$ cat src/rtl/multiword_add_seq.sv
// multiword_add_seq: wide (16*WORDS-bit) add/subtract built from a single
// 16-bit slice adder. It processes one slice per clock, least significant
// slice first. The carry between slices is held in a register.
// Results and flags are published only on the final slice. Until then the
// partial sums build up in a shadow register, so the outputs stay stable.

module multiword_add_seq #(
  parameter int WORDS = 4
) (
  input  logic                  clk,
  input  logic                  rst,
  input  logic                  start,
  input  logic                  sub,
  input  logic [16*WORDS-1:0]   op_a,
  input  logic [16*WORDS-1:0]   op_b,
  output logic                  busy,
  output logic                  done,
  output logic [16*WORDS-1:0]   result,
  output logic                  carry,
  output logic                  overflow,
  output logic                  zero,
  output logic                  negative
);

  localparam int W     = 16 * WORDS;
  localparam int IDX_W = $clog2(WORDS);

  // state | meaning
  // IDLE  | waiting for start; outputs hold the last result
  // RUN   | one slice per cycle, index counts 0..WORDS-1
  localparam logic [0:0] S_IDLE = 1'b0;
  localparam logic [0:0] S_RUN  = 1'b1;

  logic [0:0]       state_q, state_d;
  logic [IDX_W-1:0] idx_q, idx_d;
  logic [W-1:0]     a_q, a_d;
  logic [W-1:0]     b_q, b_d;
  logic             c_q, c_d;
  logic [W-1:0]     shadow_q, shadow_d;
  logic [W-1:0]     result_q, result_d;
  logic             carry_q, carry_d;
  logic             overflow_q, overflow_d;
  logic             zero_q, zero_d;
  logic             negative_q, negative_d;
  logic             done_q, done_d;

  logic [15:0]      a_sl, b_sl, sum_sl;
  logic             carry_flag, over_sl;
  logic             last_slice;

  // Shared 16-bit slice adder. B is already inverted for subtract, and the
  // initial carry supplies the +1 of the two's complement.
  always_comb begin
    a_sl = '0;
    b_sl = '0;
    for (int i = 0; i < WORDS; i++) begin
      if (idx_q == IDX_W'(i)) begin
        a_sl = a_q[16*i +: 16];
        b_sl = b_q[16*i +: 16];
      end
    end
    {carry_flag, sum_sl} = {1'b0, a_sl} + {1'b0, b_sl} + 17'(c_q);
    over_sl    = (a_sl[15] == b_sl[15]) && (sum_sl[15] != a_sl[15]);
    last_slice = (idx_q == IDX_W'(WORDS - 1));
  end

  // Sequencer next-state: latch operands on start, then one slice per cycle
  always_comb begin
    state_d    = state_q;
    idx_d      = idx_q;
    a_d        = a_q;
    b_d        = b_q;
    c_d        = c_q;
    shadow_d   = shadow_q;
    result_d   = result_q;
    carry_d    = carry_q;
    overflow_d = overflow_q;
    zero_d     = zero_q;
    negative_d = negative_q;
    done_d     = 1'b0;

    case (state_q)
      S_IDLE: begin
        if (start) begin
          a_d     = op_a;
          b_d     = sub ? ~op_b : op_b;
          c_d     = sub;
          idx_d   = '0;
          state_d = S_RUN;
        end
      end
      default: begin
        for (int i = 0; i < WORDS; i++) begin
          if (idx_q == IDX_W'(i)) shadow_d[16*i +: 16] = sum_sl;
        end
        c_d   = carry_flag;
        idx_d = idx_q + IDX_W'(1);
        if (last_slice) begin
          result_d   = shadow_d;
          carry_d    = carry_flag;
          overflow_d = over_sl;
          zero_d     = (shadow_d == '0);
          negative_d = shadow_d[W-1];
          done_d     = 1'b1;
          idx_d      = '0;
          state_d    = S_IDLE;
        end
      end
    endcase
  end

  // State registers; reset aborts any operation in flight
  always_ff @(posedge clk or negedge rst) begin
    if (!rst) begin
      state_q    <= S_IDLE;
      idx_q      <= '0;
      a_q        <= '0;
      b_q        <= '0;
      c_q        <= 1'b0;
      shadow_q   <= '0;
      result_q   <= '0;
      carry_q    <= 1'b0;
      overflow_q <= 1'b0;
      zero_q     <= 1'b0;
      negative_q <= 1'b0;
      done_q     <= 1'b0;
    end else begin
      state_q    <= state_d;
      idx_q      <= idx_d;
      a_q        <= a_d;
      b_q        <= b_d;
      c_q        <= c_d;
      shadow_q   <= shadow_d;
      result_q   <= result_d;
      carry_q    <= carry_d;
      overflow_q <= overflow_d;
      zero_q     <= zero_d;
      negative_q <= negative_d;
      done_q     <= done_d;
    end
  end

  assign busy     = (state_q == S_RUN);
  assign done     = done_q;
  assign result   = result_q;
  assign carry    = carry_q;
  assign overflow = overflow_q;
  assign zero     = zero_q;
  assign negative = negative_q;

endmodule

$ cat config.mk
export PLATFORM = sky130hd
export DESIGN_NAME = multiword_add_seq
export DESIGN_NICKNAME = d
export VERILOG_FILES = /design/src/rtl/multiword_add_seq.sv
export SDC_FILE = /design/constraint.sdc
export NUM_CORES = 1
export LEC_CHECK = 0
export BUFFER_PORTS_ARGS = -buffer_cell sky130_fd_sc_hd__buf_2
export CORE_MARGIN = 3
export CORE_UTILIZATION = 50
export CTS_CLUSTER_DIAMETER = 40
export DETAILED_ROUTE_END_ITERATION = 8
export PLACE_DENSITY = 0.72
export SYNTH_ARGS = -nofsm -noshare
export SYNTH_HDL_FRONTEND = slang
export SYNTH_SLANG_ARGS = --single-unit
$ cat constraint.sdc
create_clock -name clk -period 9.7 [get_ports clk]
set_clock_uncertainty 0.1 [all_clocks]
set_input_delay 1.94 -clock clk [delete_from_list [all_inputs] [get_ports clk]]
set_output_delay 1.94 -clock clk [all_outputs]
set_load 0.005 [all_outputs]
== Yosys cells after proc, flatten, opt, wreduce, memory -nomap -nowiden ==
Cells that the tools add are included.

* Reductions and logical operators: 6
* Multiplexer cells: 27
* Add/sub/neg operators: 3
* Equality and inequality tests: 5
* Bitwise logic cells: 2

{| class="wikitable"
|+ Operators with widths
! operator !! count
|-
| 16-bit two-way mux || 16
|-
| 64-bit logical NOT || 1
|-
| 64-bit two-way mux || 1
|-
| 64-bit NOT || 1
|-
| 16-bit by 16-bit adder with 17-bit output || 1
|-
| 17-bit by 1-bit adder with 17-bit output || 1
|-
| 1-bit two-way mux || 7
|-
| 2-bit two-way mux || 3
|-
| 2-bit == test, second input constant || 2
|-
| 2-bit AND reduction || 2
|-
| 2-bit by 1-bit adder with 2-bit output, second input constant || 1
|-
| 2-bit by 1-bit == test with 1-bit output, second input constant || 1
|-
| 2-bit logical NOT || 1
|-
| 2-bit nonzero test || 1
|-
| 1-bit == test || 1
|-
| 1-bit logical AND || 1
|-
| 1-bit inequality test || 1
|-
| 1-bit NOT || 1
|}

* Bits in registers: 265
* Logic and storage cells: 55
* Input port bits: 132

== Longest topological paths before layout ==
* Depth in word-level cells: 10
* Gate-level depth with buffers: 21

== Least setup slack after synthesis ==
Ideal clock, no wire load.

* Path type: reg2reg
* From: register idx_q[1]
* To: register zero_q, in the netlist zero
* Setup slack: 4.547 ns
* Data arrival time: 4.979 ns
* Data required time: 9.526 ns
* Path buffers: 3
* Clock period less this slack: 5.153 ns
* Stages on the path, launching flop included: 19
* Library setup time: 0.074 ns
* Cell sequence: dfrtp_1 inv_1 ha_1 clkbuf_1 buf_1 nor2_1 a221o_1 o21ai_0 o21ai_0 fa_1 fa_1 clkbuf_1 or4_1 or4_1 or4_1 nor4b_2 nand4_1 a2111o_1 o21ai_2

* Longest elaborated chain between the ends: 10

{| class="wikitable"
|+ Ends and longest elaborated chain
! element !! line !! text
|-
| start: declaration || 35 || <nowiki>logic [IDX_W-1:0] idx_q, idx_d;</nowiki>
|-
| start signal: assignment || 129 || <nowiki>idx_q <= idx_d;</nowiki>
|-
| 2-bit logical NOT || 57, 94 ||
|-
| 16-bit two-way mux (4 in a row) || 57 || <nowiki>if (idx_q == IDX_W'(i)) begin</nowiki>
|-
| 16-bit by 16-bit adder with 17-bit output || 62 || <nowiki>{carry_flag, sum_sl} = {1'b0, a_sl} + {1'b0, b_sl} + 17'(c_q);</nowiki>
|-
| 17-bit by 1-bit adder with 17-bit output || 62 ||
|-
| 16-bit two-way mux || 94 || <nowiki>if (idx_q == IDX_W'(i)) shadow_d[16*i +: 16] = sum_sl;</nowiki>
|-
| 16-bit two-way mux || 82 || <nowiki>case (state_q)</nowiki>
|-
| 64-bit logical NOT || 102 || <nowiki>zero_d = (shadow_d == '0);</nowiki>
|-
| end signal: assignment || 137 || <nowiki>zero_q <= zero_d;</nowiki>
|-
| end: declaration || 43 || <nowiki>logic zero_q, zero_d;</nowiki>
|}

Several ways; a longest one is shown, not always the timed one. The select of a mux whose other input is x is not followed.
A chain may end at the register's enable or synchronous reset.

== Worst setup path after layout ==
Same ends and word-level chain as after synthesis.

==> results.cfg <==
[status]
status = finished clean

[synthesis]
synth_commonest_cells = dfrtp_1, nand2_1, o21ai_0
netlist_area_sq_mm = 0.01257
synth-seq-cells = 256
avgSynthCellArea_sq_um = 9.548
synthFlopType = dfrtp_1
synthDistinctLibCells = 52
synth.area.top_cells = dfrtp_1, o21ai_0, mux2_2, nand2_1, xnor2_1
synth_enable_flop_cells = 0
synth_top_area_cell = dfrtp_1
synth-seq-area-share_pct = 50.95
synth_nets = 1470
async_flop_share_pct = 100.0
synth_warnings = 0
post-synth-top-count-cell = dfrtp_1
synth_top_area_share_pct = 50.95
syn_inst = 1317

[worst_hold_path]
holdCritPathClass = flip-flop to flip-flop

[setup_path]
crit_path_end_kind = flip-flop
cp_max_fo = 56
start_kind = flip-flop
cp_slowest_stage_delay_ns = 0.55
critPathKind = flip-flop to flip-flop
crit_slowest_cell = buf_4
arrival_ns = 6.09
crit_family = compound AO/OA/AOI/OAI gates
worst-path-buf-inv = 2
crit_chain = inv_1 > ha_2 > buf_4 > nor2_1 > a221o_1 > o21ai_0 > o21ai_0 > fa_1 > fa_1 > a211oi_1 > o21ai_1 > a31oi_1 > o21bai_1 > xor2_1 > nor4_1 > a21oi_1 > a2111o_1 > o21ai_2
worstPathRequired_ns = 10.04

[cts]
cts.sinks = 256
clk_pin_slew_worst_paths_ns = 0.05
cts_hold_buf = 0
clockBufferDepth = 3
postCtsSetupBuffers = 0
cts_resized = 0
cts_tree = done
clock_latency_ns = 0.52
htreeDepth = 2
cts_buffers = 38
clockRootBuffer = clkbuf_16

[floorplanning]
boundaryPins = 202
fp.dieH_um = 164.6
row_count = 57
die_x_um = 164.6
start_util_pct = 51.25
dieArea_sq_mm = 0.02709
core_area_sq_mm = 0.02453

[timing]
setup_viol = 0
finalCritPeriodShare_pct = 59.20
fin_crit_ns = 5.742
fin_tns_setup_ns = 0
slew_viol_final = 0
fin_ws_ns = 3.958
tightest_slew_ns = 1.108
hold_ws_ns = 0.3679
max_freq_mhz = 174.2
finalHoldViolCount = 0
rsz0062_at_grt = no
slew_headroom_pct = 26.10

[placed_design]
gp_congestion = 0.9543
pre_cts_slack_ns = 4.008
place_hpwl_mm = 24.49
port_buffers = 201

[grt]
grt.total_usage_pct = 25.29
grt_max_degree = 147
grt_first_pass_wirelength_mm = 53.16
grtUsageMet2_pct = 40.36
antenna_found_initial = 1
use_met3_pct = 4.138
grt_pass1_vias = 9650
grt-busiest-layer = met2
grt.overflow.total = 0
grt.met1_usage_pct = 34.87

[layout]
seqCellArea_sq_mm = 0.006406
fin_util_pct = 61.15
area_delta_synth_final_pct = 19.30
num_antenna_cells = 0
fillCellCount = 2106
drive_gt1_share_pct = 24.57
nets = 1629
multi_input_area_sq_mm = 0.005787

[detailed_routing]
antenna_left = 0
dr.pass1.iters = 6
drc = 0
totalWireLength_mm = 34.85
avgRoutedWirePerCell_um = 19.08
drtIter0Drc = 831
viasPerCell = 5.547
vias = 10130

[run]
drv_cap = 0
==> layout by cell type, fill, tap and decap left out, drive strengths merged, types with 16 or more instances in the layout <==
| cell | synthesis | routed |
|---|---|---|
| a21oi | 100 | 100 |
| mux2i | 25 | 25 |
| clkbuf | 82 | 49 |
| o21ai | 197 | 197 |
| ha | 19 | 19 |
| nand2 | 252 | 252 |
| xnor2 | 71 | 71 |
| buf | 14 | 215 |
| and3 | 32 | 32 |
| dfrtp | 256 | 256 |
| nor2 | 70 | 70 |
| inv | 7 | 16 |
| mux2 | 84 | 84 |
==> logic make-up after synthesis <==
| family | synth area share (%) |
|---|---|
| fa+ha+maj | 2.209 |
| compound gates | 14.69 |
| simple gates | 13.85 |
| mux | 9.512 |
| buf+inv | 3.224 |
| xor+xnor | 5.572 |
| flops | 50.95 |
==> worst register-to-register path, delay by kind of cell (launching register included) <==
| family | cells | cell delay [ns] |
|---|---|---|
| flops | 1 | 0.40 |
| compound gates | 10 | 2.44 |
| simple gates | 2 | 0.59 |
| buf+inv | 2 | 0.68 |
| xor+xnor | 1 | 0.29 |
| fa+ha+maj | 3 | 1.19 |
==> layer usage <==
metal | wire [um] | up-vias
met5 | 15 | -
met3 | 2216 | 77
met4 | 1312 | 2
met1 | 15230 | 4803
met2 | 16070 | 387
li1 | - | 4859
==> final cells by class <==
class	count	share of cell area [%]
timing repair buffer	215	7.490
clock buffer	49	7.089
multi-input combinational	957	38.57
sequential	256	42.70
inverter	8	0.2002
clock inverter	17	1.243
tap	324	2.702
==> path summary, 6_finish.rpt <==
path / depth (start not counted) / startpoint / end / slack [ns]
max: 18 / idx_q[1] / zero / 3.96
min: 2 / b_q[10] / b_q[10] / 0.37
max reg2reg: 18 / idx_q[1] / zero / 3.96
min reg2reg: 2 / b_q[10] / b_q[10] / 0.37
max in group asynchronous: 2 / rst / b_q[49] / 6.42
min in group asynchronous: 1 / rst / result[11] / 1.44
==> registers in the layout (all words and copies together), names as in the netlist <==
signal    flops
overflow      1
a_q          64
idx_q         2
shadow_q     56
carry         1
result       64
zero          1
done          1
busy          1
b_q          64
c_q           1
==> metrics by stage <==
| step | area [sq um] | cells |
|---|---|---|
| after floorplan | 12570 | 1317 |
| after global placement | 13750 | 1760 |
| after detailed placement | 13750 | 1760 |
| after CTS | 15000 | 1826 |
| after global routing | 15000 | 1826 |
| final | 15000 | 1826 |
Power is not shown: default switching activity piles up to over one toggle a cycle in this logic, so the estimate is an artifact.
